$ cat config.mk
export PLATFORM = sky130hd
export DESIGN_NAME = wb_stage_pipe
export DESIGN_NICKNAME = d
export VERILOG_FILES = /design/src/rtl/wb_pkg.sv /design/src/rtl/wb_stage_pipe_load_align.sv /design/src/rtl/wb_stage_pipe.sv
export SDC_FILE = /design/constraint.sdc
export NUM_CORES = 1
export LEC_CHECK = 0
export ABC_AREA = 1
export CAP_MARGIN = 20
export CORE_MARGIN = 3
export CORE_UTILIZATION = 45
export DETAILED_ROUTE_END_ITERATION = 8
export PLACE_DENSITY = 0.8
export SYNTH_ARGS = -nofsm -noshare
export SYNTH_HDL_FRONTEND = slang
export SYNTH_HIERARCHICAL = 1
export SYNTH_SLANG_ARGS = --single-unit
$ cat constraint.sdc
create_clock -name clk -period 1.9 [get_ports clk]
set_clock_uncertainty 0.2 [all_clocks]
set_input_delay 0.19 -clock clk [delete_from_list [all_inputs] [get_ports clk]]
set_output_delay 0.19 -clock clk [all_outputs]
set_load 0.01 [all_outputs]
$ cat src/rtl/wb_pkg.sv
// Shared types for the write-back stage: result-source and load-size encodings
// plus the value every WB pipeline field takes on reset.
package wb_pkg;

  typedef enum logic [1:0] {
    RES_ALU = 2'd0,
    RES_MEM = 2'd1,
    RES_PC4 = 2'd2,
    RES_IMM = 2'd3
  } res_src_e;

  typedef enum logic [1:0] {
    LD_B = 2'd0,
    LD_H = 2'd1,
    LD_W = 2'd2,
    LD_D = 2'd3
  } ld_size_e;

  localparam logic     FIELD_RST   = 1'b0;
  localparam res_src_e RES_SRC_RST = RES_ALU;
  localparam ld_size_e LD_SIZE_RST = LD_B;

endpackage

$ cat src/rtl/wb_stage_pipe_load_align.sv
// Combinational load formatter: picks the addressed byte/half/word out of a raw
// memory word and sign- or zero-extends it to XLEN.
module load_align
  import wb_pkg::*;
#(
  parameter int XLEN = 32
) (
  input  logic [XLEN-1:0] data_i,
  input  logic [2:0]      offset_i,
  input  ld_size_e        size_i,
  input  logic            uns_i,
  output logic [XLEN-1:0] res_o
);

  localparam int OW = (XLEN == 64) ? 3 : 2;

  logic [OW-1:0]   off;
  logic [XLEN-1:0] sh_b, sh_h, sh_w, sel, mask;
  logic            sbit;

  assign off  = offset_i[OW-1:0];
  assign sh_b = data_i >> {off, 3'b000};
  // Offset bits finer than the access size are dropped, so misaligned
  // addresses silently round down to the containing half/word.
  assign sh_h = data_i >> {off[OW-1:1], 4'b0000};
  assign sh_w = (XLEN == 64) ? (data_i >> {offset_i[2], 5'b00000}) : data_i;

  always_comb begin
    sel  = data_i;
    mask = '1;
    sbit = data_i[XLEN-1];
    case (size_i)
      LD_B: begin
        sel  = sh_b;
        mask = XLEN'(8'hFF);
        sbit = sh_b[7];
      end
      LD_H: begin
        sel  = sh_h;
        mask = XLEN'(16'hFFFF);
        sbit = sh_h[15];
      end
      LD_W: begin
        sel  = sh_w;
        mask = XLEN'(32'hFFFF_FFFF);
        sbit = sh_w[31];
      end
      default: begin
        sel  = data_i;
        mask = '1;
        sbit = data_i[XLEN-1];
      end
    endcase
    res_o = (sel & mask) | ((sbit && !uns_i) ? ~mask : '0);
  end

endmodule

$ cat src/rtl/wb_stage_pipe.sv
// MEM/WB pipeline register and write-back result selection; drives the
// register-file write port, the forwarding value and the retire counter.
module wb_stage_pipe
  import wb_pkg::*;
#(
  parameter  int XLEN  = 32,
  parameter  int NREG  = 32,
  parameter  int CNT_W = 64,
  localparam int RW    = $clog2(NREG)
) (
  input  logic             clk,
  input  logic             rst_n,
  input  logic             valid_M,
  input  logic             reg_we_M,
  input  logic [1:0]       res_src_M,
  input  logic [RW-1:0]    rd_M,
  input  logic [XLEN-1:0]  alu_out_M,
  input  logic [XLEN-1:0]  d_out_M,
  input  logic [XLEN-1:0]  pc_plus4_M,
  input  logic [XLEN-1:0]  imm_M,
  input  logic [1:0]       ld_size_M,
  input  logic             ld_uns_M,
  input  logic             stall_W,
  input  logic             flush_W,
  output logic             rf_we,
  output logic [RW-1:0]    rf_waddr,
  output logic [XLEN-1:0]  rf_wdata,
  output logic             valid_W,
  output logic [CNT_W-1:0] instret
);

  logic             valid_q, valid_d;
  logic             reg_we_q, reg_we_d;
  res_src_e         res_src_q, res_src_d;
  logic [RW-1:0]    rd_q, rd_d;
  logic [XLEN-1:0]  alu_out_q, alu_out_d;
  logic [XLEN-1:0]  d_out_q, d_out_d;
  logic [XLEN-1:0]  pc4_q, pc4_d;
  logic [XLEN-1:0]  imm_q, imm_d;
  ld_size_e         ld_size_q, ld_size_d;
  logic             ld_uns_q, ld_uns_d;
  logic [CNT_W-1:0] instret_q, instret_d;
  logic [XLEN-1:0]  ld_data;

  always_comb begin
    valid_d   = valid_q;
    reg_we_d  = reg_we_q;
    res_src_d = res_src_q;
    rd_d      = rd_q;
    alu_out_d = alu_out_q;
    d_out_d   = d_out_q;
    pc4_d     = pc4_q;
    imm_d     = imm_q;
    ld_size_d = ld_size_q;
    ld_uns_d  = ld_uns_q;
    // A flush only needs to kill the control bits; the payload is don't-care.
    if (flush_W) begin
      valid_d  = 1'b0;
      reg_we_d = 1'b0;
    end else if (!stall_W) begin
      valid_d   = valid_M;
      reg_we_d  = reg_we_M;
      res_src_d = res_src_e'(res_src_M);
      rd_d      = rd_M;
      alu_out_d = alu_out_M;
      d_out_d   = d_out_M;
      pc4_d     = pc_plus4_M;
      imm_d     = imm_M;
      ld_size_d = ld_size_e'(ld_size_M);
      ld_uns_d  = ld_uns_M;
    end
    instret_d = instret_q;
    if (valid_q && !stall_W) begin
      instret_d = instret_q + CNT_W'(1);
    end
  end

  always_ff @(posedge clk or negedge rst_n) begin
    if (!rst_n) begin
      valid_q   <= FIELD_RST;
      reg_we_q  <= FIELD_RST;
      res_src_q <= RES_SRC_RST;
      rd_q      <= '0;
      alu_out_q <= '0;
      d_out_q   <= '0;
      pc4_q     <= '0;
      imm_q     <= '0;
      ld_size_q <= LD_SIZE_RST;
      ld_uns_q  <= FIELD_RST;
      instret_q <= '0;
    end else begin
      valid_q   <= valid_d;
      reg_we_q  <= reg_we_d;
      res_src_q <= res_src_d;
      rd_q      <= rd_d;
      alu_out_q <= alu_out_d;
      d_out_q   <= d_out_d;
      pc4_q     <= pc4_d;
      imm_q     <= imm_d;
      ld_size_q <= ld_size_d;
      ld_uns_q  <= ld_uns_d;
      instret_q <= instret_d;
    end
  end

  load_align #(.XLEN(XLEN)) u_load_align (
    .data_i   (d_out_q),
    .offset_i (alu_out_q[2:0]),
    .size_i   (ld_size_q),
    .uns_i    (ld_uns_q),
    .res_o    (ld_data)
  );

  always_comb begin
    case (res_src_q)
      RES_MEM: rf_wdata = ld_data;
      RES_PC4: rf_wdata = pc4_q;
      RES_IMM: rf_wdata = imm_q;
      default: rf_wdata = alu_out_q;
    endcase
  end

  assign rf_we    = valid_q & reg_we_q & (rd_q != '0);
  assign rf_waddr = rd_q;
  assign valid_W  = valid_q;
  assign instret  = instret_q;

endmodule

==> impl_metrics.tcl <==
set metrics [dict create \
    vdd_drop_max_uv 572.9 \
    utilization 0.7056 \
    diodes 0 \
    synth_cell_types 38 \
    first_iter_violations 830 \
    drt_drc_violations_left 0 \
    antenna_found_initial 0 \
    overflow 0 \
    ant_nets 0 \
    finalSetupViolations 32 \
    final_max_slew_viol_count 0 \
    cts_tree "done" \
    syn_nets 1546 \
    synth_edf_count 0 \
    cts_max_path_buffers 3 \
    areaGrowthSynthToFinish_pct 51.98 \
    multiInputGateArea_mm2 0.005484 \
    arrival_ns 2.07 \
    grtUsageTotal 0.2765 \
    fill_cells 1800 \
    ff2ff_setup_slack_ns 0.02 \
    powerDensity_mw_per_mm2 787.5 \
    register_area_mm2 0.005137 \
    clk_pin_slew_worst_paths_ns 0.06 \
    end_kind "primary output" \
    yosysWarnings 6 \
    async_reset_ff_frac 1.000 \
    max_cap_viol_count 0 \
    fin_tns_setup_ns -15.69 \
    synth.avg_cell_area_um2 7.617 \
    syn_area_mm2 0.01067 \
    fp.dieW_um 160.0 \
    clock_latency_ns 0.51 \
    start_util 0.4643 \
    wirelength_um 36390 \
    critPathMaxFanout 7 \
    finalHoldViolCount 0 \
    vias 11000 \
    fin_nets 1944 \
    hold_ws_ns 0.01312 \
    seq_area_frac_synth 0.4784 \
    slew_headroom 0.6462 \
    fp.dieArea_mm2 0.02560 \
    rows 55 \
    viasPerCell 5.168 \
    synthCells 1401 \
    rsz0062_at_grt "true" \
    synth_seq_cells 204 \
    min_period_ns 2.461 \
    crit_type "reg2out" \
    cts_sinks 204 \
    pin_count 247 \
    grt_pass1_vias 11130 \
    p_leak_nw 8.137 \
    place_inst 2022 \
    grt_max_degree 88 \
    finalNonFillerCells 2129 \
    crit_required_ns 1.51 \
    status "finished with violations" \
    violations "setup timing" \
    grt_pass1_wl_um 57260 \
    worstMarginPinSlew_ns 0.5306 \
    h-tree-depth 1 \
    gp_congestion 0.9305 \
    max_freq_ghz 0.4064 \
    first_pass_iters 5 \
    synth_ff_type "dfrtp_1" \
    die_h_um 160.0 \
    numCtsBuffers 24 \
    root_buffer "clkbuf_16" \
    power.total_mw 12.77 \
    core_mm2 0.02298 \
    wire_per_inst_um 17.09 \
    layout-drive-gt1-share 0.2500 \
    holdCritPathClass "in2reg" \
    cp-start-kind "flip-flop" \
    hpwl_um 26480 \
    fin_ws_ns -0.5607 \
    period_share 1.295 \
    numPortBuffers 246 \
]
## stage by stage
stage	cell area (µm²)	setup WS (ns)
final	16220	-0.5607
after global routing	16220	-0.6339
after CTS	15790	-0.5202
after detailed placement	14320	-0.5296
after global placement	14320	-0.5166
after floorplan	10670	0.1393
## final cells by class
type,count,share of cell area
inverter,126,0.02970
clock inverter,5,0.001543
sequential,204,0.3168
timing repair buffer,421,0.2419
clock buffer,38,0.04775
tap,313,0.02415
multi-input combinational,1022,0.3381
## cells in the final DEF (no fill, tap or decap), types with 22 or more instances in the layout
cell type | netlist | routed
nand2_2 | 15 | 48
xor2_1 | 22 | 22
xnor2_1 | 25 | 25
nor2_4 | 13 | 27
nand2_1 | 643 | 605
o21ai_0 | 42 | 39
o2111ai_2 | 0 | 22
nand3_1 | 34 | 27
buf_4 | 0 | 132
clkdlybuf4s50_1 | 0 | 173
nor2_2 | 18 | 28
inv_1 | 121 | 109
buf_2 | 17 | 30
dlymetal6s2s_1 | 0 | 23
dfrtp_2 | 0 | 26
clkbuf_16 | 0 | 25
dfrtp_1 | 204 | 178
nor2_1 | 83 | 59
## worst max-delay path: stages, from the launching register on
cell and delay, ns:
dfrtp_2 0.45, o21ai_2 0.47, o221ai_1 0.22, nand2_1 0.10, o2111ai_2 0.13, buf_2 0.19
## per-layer routing
metal | track usage | vias up | part of all wire
met5 | 0 | - | 0
met4 | 0.1026 | 0 | 0.041
li1 | - | 5194 | -
met3 | 0.05629 | 94 | 0.074
met1 | 0.3436 | 5219 | 0.40
met2 | 0.4770 | 496 | 0.49
## logic make-up after synthesis
kind of cell,count (synthesis),synth area share
buf+inv,176,0.06613
fa+ha+maj,1,0.001172
simple gates,862,0.3463
compound gates,111,0.06941
flops,204,0.4784
xor+xnor,47,0.03857
## flip-flops by register name (all words and copies together), names as in the netlist
name	count
alu_out_q	32
d_out_q	32
imm_q	32
instret	64
ld_size_q	2
ld_uns_q	1
pc4_q	32
reg_we_q	1
res_src_q	2
rf_waddr	5
valid_W	1
## synthesized netlist by cell type, types with 2 or more instances
master	count	area, µm²
nor2_4	13	146.4
dfrtp_1	204	5105
inv_1	121	454.2
nand3_2	8	80.08
inv_2	4	15.01
nor2_1	83	311.6
a32oi_1	2	17.52
nand3_4	2	35.03
o211ai_1	2	15.01
nand2_2	15	93.84
nand4_1	20	125.1
o21ai_1	4	20.02
buf_6	3	33.78
buf_2	17	85.08
nand3b_1	4	30.03
nand2_1	643	2414
xnor2_1	25	219.0
and2_1	2	12.51
nor2_8	2	40.04
buf_1	3	11.26
clkbuf_1	27	101.4
o21ai_0	42	210.2
nand2_4	3	33.78
nor2_2	18	112.6
a21oi_1	12	60.06
a21boi_0	7	52.55
xor2_1	22	192.7
o2111ai_1	32	280.3
nor3_1	13	65.06
nand3_1	34	170.2
o221ai_1	7	61.31
## final timing paths
| kind | endpoint | from | cells after the start |
|---|---|---|---|
| max in group asynchronous | ld_size_q[1]$_DFFE_PN0P_ | rst_n | 4 |
| hold reg to reg | alu_out_q[7]$_DFFE_PN0P_ | alu_out_q[7]$_DFFE_PN0P_ | 2 |
| hold / removal | pc4_q[23]$_DFFE_PN0P_ | pc_plus4_M[23] | 3 |
| setup reg to reg | instret[57]$_DFFE_PN0P_ | instret[43]$_DFFE_PN0P_ | 8 |
| setup / recovery | rf_wdata[0] | ld_size_q[0]$_DFFE_PN0P_ | 5 |
| min in group asynchronous | pc4_q[3]$_DFFE_PN0P_ | rst_n | 3 |
## report_power, final
group | leakage (nW) | switching [mW] | total [mW] | internal (mW)
clock | 0.403 | 1.81 | 4.58 | 2.77
sequential | 2.55 | 0.322 | 5.09 | 4.77
combinational | 5.18 | 1.65 | 3.10 | 1.45
total | 8.14 | 3.78 | 12.8 | 8.99
## what timing repair did
item,in CTS,in global routing
buffers inserted,34,15
setup endpoints to repair,82,85
hold buffers,20,0
gates resized for setup,285,98
endpoints found under the hold margin,222,0
pin swaps,47,33
gates cloned,1,0
Power figures use the tool's default switching activity.
